### config.mk
export PLATFORM = sky130hd
export DESIGN_NAME = tdc_record_uart_packer
export DESIGN_NICKNAME = d
export VERILOG_FILES = /design/src/rtl/tdc_record_uart_packer.sv
export SDC_FILE = /design/constraint.sdc
export NUM_CORES = 1
export LEC_CHECK = 0
export CORE_MARGIN = 2
export CORE_UTILIZATION = 50
export CTS_BUF_LIST = sky130_fd_sc_hd__clkbuf_2
export CTS_CLUSTER_SIZE = 28
export DETAILED_ROUTE_END_ITERATION = 12
export PLACE_DENSITY = 0.77
export SLEW_MARGIN = 20
export SYNTH_ARGS = -nofsm -noshare
export SYNTH_HDL_FRONTEND = slang
export SYNTH_SLANG_ARGS = --single-unit
### constraint.sdc
create_clock -name clk -period 6.6 [get_ports clk]
set_input_delay 0.66 -clock clk [delete_from_list [all_inputs] [get_ports clk]]
set_output_delay 0.66 -clock clk [all_outputs]
set_load 0.01 [all_outputs]
### src/rtl/tdc_record_uart_packer.sv
// tdc_record_uart_packer
// Buffers 48-bit TDC records {calib2, calib1, time1} from the measurement
// sequencer in a small FIFO and serializes each one to a byte-wide UART
// transmitter as an 8-byte frame: sync, six data bytes, XOR checksum.
// Backpressure is applied upstream by withholding the done pulse while full.

module tdc_record_uart_packer #(
  parameter int           DEPTH     = 8,
  parameter int           ADDR_W    = 3,
  parameter logic [7:0]   SYNC_BYTE = 8'hA5
) (
  input  logic              clk,
  input  logic              rst,
  input  logic              wr_en,
  input  logic [47:0]       data_in,
  output logic              fifo_writing_done,
  output logic [7:0]        tx_data,
  output logic              new_tx_data,
  input  logic              tx_busy,
  input  logic              flush,
  output logic [ADDR_W:0]   fifo_count,
  output logic              frame_active
);

  typedef enum logic [1:0] {
    IDLE,
    LOAD,
    SEND,
    GAP
  } state_t;

  localparam logic [ADDR_W:0] FULL_COUNT = (ADDR_W + 1)'(DEPTH);

  logic [47:0]       mem [DEPTH];
  logic [ADDR_W-1:0] wptr;
  logic [ADDR_W-1:0] rptr;
  logic              armed;
  logic [47:0]       rd_data;
  logic [47:0]       shreg;
  logic [7:0]        csum;
  logic [2:0]        idx;
  state_t            state;
  logic              push;
  logic              pop;

  // A request is taken once per wr_en assertion, only while a slot is free
  // and the buffer is not being flushed.
  assign push = wr_en & armed & ~flush & (fifo_count != FULL_COUNT);

  // The read side only pulls a record when it is ready to start a new frame.
  assign pop  = (state == IDLE) & ~flush & (fifo_count != '0);

  // Record storage and registered read port.
  // NOTE: the storage array has no reset; its contents are only ever read
  // after being written, and leaving it out of reset lets it map to RAM.
  always_ff @(posedge clk) begin
    if (push) begin
      mem[wptr] <= data_in;
    end
    if (pop) begin
      rd_data <= mem[rptr];
    end
  end

  // Pointer and occupancy bookkeeping; flush empties the buffer at once.
  // NOTE: every sequential block uses non-blocking assignments so all
  // registers update from the same pre-edge values.
  always_ff @(posedge clk or negedge rst) begin
    if (!rst) begin
      wptr       <= '0;
      rptr       <= '0;
      fifo_count <= '0;
    end else if (flush) begin
      wptr       <= '0;
      rptr       <= '0;
      fifo_count <= '0;
    end else begin
      if (push) begin
        wptr <= wptr + ADDR_W'(1);
      end
      if (pop) begin
        rptr <= rptr + ADDR_W'(1);
      end
      case ({push, pop})
        2'b10:   fifo_count <= fifo_count + (ADDR_W + 1)'(1);
        2'b01:   fifo_count <= fifo_count - (ADDR_W + 1)'(1);
        default: fifo_count <= fifo_count;
      endcase
    end
  end

  // Write handshake: done pulses the cycle after capture, and the request
  // is re-armed only after upstream drops wr_en.
  always_ff @(posedge clk or negedge rst) begin
    if (!rst) begin
      fifo_writing_done <= 1'b0;
      armed             <= 1'b1;
    end else begin
      fifo_writing_done <= push;
      if (push) begin
        armed <= 1'b0;
      end else if (!wr_en) begin
        armed <= 1'b1;
      end
    end
  end

  // Frame serializer: pop, load, then alternate SEND/GAP for eight bytes.
  // GAP skips one cycle of tx_busy so the UART's busy flag has time to rise.
  always_ff @(posedge clk or negedge rst) begin
    if (!rst) begin
      state        <= IDLE;
      shreg        <= '0;
      csum         <= '0;
      idx          <= '0;
      tx_data      <= 8'h00;
      new_tx_data  <= 1'b0;
      frame_active <= 1'b0;
    end else begin
      new_tx_data <= 1'b0;
      case (state)
        IDLE: begin
          if (pop) begin
            state        <= LOAD;
            frame_active <= 1'b1;
          end
        end
        LOAD: begin
          shreg <= rd_data;
          csum  <= rd_data[47:40] ^ rd_data[39:32] ^ rd_data[31:24]
                 ^ rd_data[23:16] ^ rd_data[15:8]  ^ rd_data[7:0];
          idx   <= '0;
          state <= SEND;
        end
        SEND: begin
          if (!tx_busy) begin
            new_tx_data <= 1'b1;
            state       <= GAP;
            case (idx)
              3'd0:    tx_data <= SYNC_BYTE;
              3'd7:    tx_data <= csum;
              default: begin
                tx_data <= shreg[47:40];
                shreg   <= {shreg[39:0], 8'h00};
              end
            endcase
          end
        end
        GAP: begin
          if (idx == 3'd7) begin
            state        <= IDLE;
            frame_active <= 1'b0;
          end else begin
            idx   <= idx + 3'd1;
            state <= SEND;
          end
        end
        default: state <= IDLE;
      endcase
    end
  end

endmodule

==> results.ini <==
[run_status]
outcome=completed

[sta]
fmax_ghz=0.288
finalHoldViolCount=0
drv_slew=0
min_period_over_period_pct=52.6
rsz0062_at_grt=no
post-route-min-period_ps=3470
worst_hold_slack_ps=221
relSlewSlack_pct=29.8
setup_slack_ps=3130
setup_viol=0
fin_skew_ps=70.1
tightest_slew_ps=1050
fin_setup_tns_ps=0

[floorplanning]
die-area_sq_mm=0.0419
ios=68
die_w_um=205
die_height_um=205
initial_core_util_pct=50.7
core_sq_mm=0.0397
rows=73

[logic_synthesis]
yosysTopAreaCellShare_pct=64.4
synth_area_leader_cell=edfxtp_1
syn_avg_cell_area_sq_um=19.3
synthArstFlopShare_pct=16.1
synthFlopType=edfxtp_1
ys_seq_elements=515
synth_edf_count=432
yosysSeqAreaShare_pct=74.7
synth_cell_type_count=48
netlist_instances=1045
synthesis.nets=1105
netlist_top_cells_area=edfxtp_1, mux4_2, dfrtp_1
synth_area_sq_mm=0.0201
ys_warn_count=0

[setup_path]
start_kind=flop
cp-end-kind=flop
crit_type=reg2reg
critical_path_arrival_ps=4140
cp_max_fo=26
worstPathRequired_ps=7270

[clock_tree]
post-cts-setup-buffers=0
h-tree-depth=3
cts_buffers=120
cts_tree=built
root_buffer=clkbuf_2
clockBufferDepth=3
cts.sinks=515
clkSlewWorstSetupHoldPaths_ps=110
insertion_delay_ps=1060

[route]
wirelength_um=38600
drc=0
wl_per_cell_um=21.1
drt_iter0_markers=971
first_pass_iters=7
antenna_left=0
num_vias=10100
viasPerCell=5.54

[final_layout]
fillCellCount=3004
drive_gt1_share_pct=28.4
fin_nets=1256
area_growth_pct=11.8

[placement]
gp_congestion=0.830
io_buffers=67
hpwlAfterDp_um=21800
pre_cts_ws_ps=2430

[global_routing]
overflow=0
grt_pass1_vias=10500
antenna_found_initial=5
grt_pass1_wl_um=59500
grt_use_total_pct=19.0
grt_max_degree=89

[power]
total_leakage_power_nw=7.71
max-vdd-ir-drop_uv=142
power_density_mw_per_mm2=302

[job]
drv_cap=0

[hold_path]
hp-class=in2async

==> cell families (layout without fill, tap and decap cells) <==
kind of cell               Yosys count  in the layout  synth area share (%)
AOI/OAI and AO/OA                   97             97                  2.87
xor gates and xnor gates            45             45                  1.96
adders and majority gates            7              7                 0.435
buffers and inverters               62            317                  1.47
DFF                                515            515                  74.7
muxes                              189            189                  15.7
other                                0              2                     0
and+or+nand+nor                    130            130                  2.86
==> layout make-up <==
type | count | area, sq um | area share [%]
Clock buffer | 179 | 896 | 3.98
Antenna cell | 2 | 5.00 | 0.0222
Timing Repair Buffer | 83 | 807 | 3.58
Inverter | 8 | 31.3 | 0.139
Multi-Input combinational cell | 468 | 4850 | 21.5
Tap cell | 525 | 657 | 2.92
Clock inverter | 47 | 214 | 0.950
Sequential cell | 515 | 15100 | 66.9
==> per-layer routing <==
layer / up-vias / wire length, um / GRT usage (%)
li1: 4525 / - / -
met5: - / 39 / 0
met2: 323 / 18900 / 30.4
met4: 6 / 597 / 6.00
met1: 5211 / 16800 / 26.1
met3: 53 / 2290 / 4.55
==> what timing repair did <==
item | 4_1_cts | 5_1_grt
hold buffers | 1 | 0
resized for setup | 0 | 0
hold endpoints to repair | 82 | 0
==> cells in the mapped netlist (all sizes together) (4+ instances only) <==
master  number
a21oi       14
a32o        10
buf         26
clkbuf      28
dfrtp       82
edfxtp     432
ha           7
inv          6
mux2        49
mux2i       44
mux4        96
nand2       75
nand2b       5
nand3       10
nor2        18
nor3         7
o211ai       4
o21ai       58
xnor2       41
xor2         4
==> sequential cells by signal, indices dropped and copies added, names as in the netlist <==
register / count
armed: 1
csum: 8
fifo_count: 4
fifo_writing_done: 1
frame_active: 1
idx: 3
mem: 384
new_tx_data: 1
rd_data: 48
rptr: 3
shreg: 48
state: 2
tx_data: 8
wptr: 3
==> cell usage in the layout, fill, tap and decap left out, drive strengths merged, types with 2 or more instances in the layout <==
cell / Yosys / final
a211oi: 2 / 2
a21oi: 14 / 14
a31oi: 2 / 2
a32o: 10 / 10
and3: 2 / 2
and3b: 2 / 2
buf: 26 / 16
clkbuf: 28 / 179
clkdlybuf4s50: 0 / 66
clkinv: 2 / 45
dfrtp: 82 / 82
diode: 0 / 2
edfxtp: 432 / 432
ha: 7 / 7
inv: 6 / 9
mux2: 49 / 49
mux2i: 44 / 44
mux4: 96 / 96
nand2: 75 / 75
nand2b: 5 / 5
nand3: 10 / 10
nor2: 18 / 18
nor3: 7 / 7
o211ai: 4 / 4
o21ai: 58 / 58
or2: 2 / 2
xnor2: 41 / 41
xor2: 4 / 4
==> stage by stage <==
step | utilization [%] | cell area [sq um] | power (W) | std cells
after global routing | 56.7 | 22500 | 0.00716 | 1826
after detailed placement | 53.8 | 21400 | 0.00491 | 1598
after CTS | 56.7 | 22500 | 0.00687 | 1825
final | 56.7 | 22500 | 0.00680 | 1827
after global placement | 53.8 | 21400 | 0.00486 | 1598
after floorplan | - | 20100 | 0.00461 | 1045
==> critical path, cell delays in order, from the launching register on <==
cell and delay, ps:
dfrtp_1 590, nor3_1 200, a21oi_1 530, nand2b_1 380
nor2_4 880, buf_4 490
==> final timing paths <==
kind / startpoint / depth (start not counted) / endpoint / slack (ps)
hold / removal: rst / 2 / fifo_count[1] / 220
hold reg to reg: csum[2] / 2 / csum[2] / 490
setup / recovery: fifo_count[1] / 5 / mem[2][15] / 3130
max in group asynchronous: rst / 2 / rptr[1] / 5740
min in group clk: wr_en / 2 / armed / 300
setup reg to reg: fifo_count[1] / 5 / mem[2][15] / 3130
==> where the power goes <==
part | switching, W | total [W] | internal, W
clock | 0.00120 | 0.00197 | 0.000772
sequential | 0.000162 | 0.00394 | 0.00378
combinational | 0.000493 | 0.000890 | 0.000396
total | 0.00185 | 0.00680 | 0.00495
Note: power is estimated with default switching activity, not from simulation.
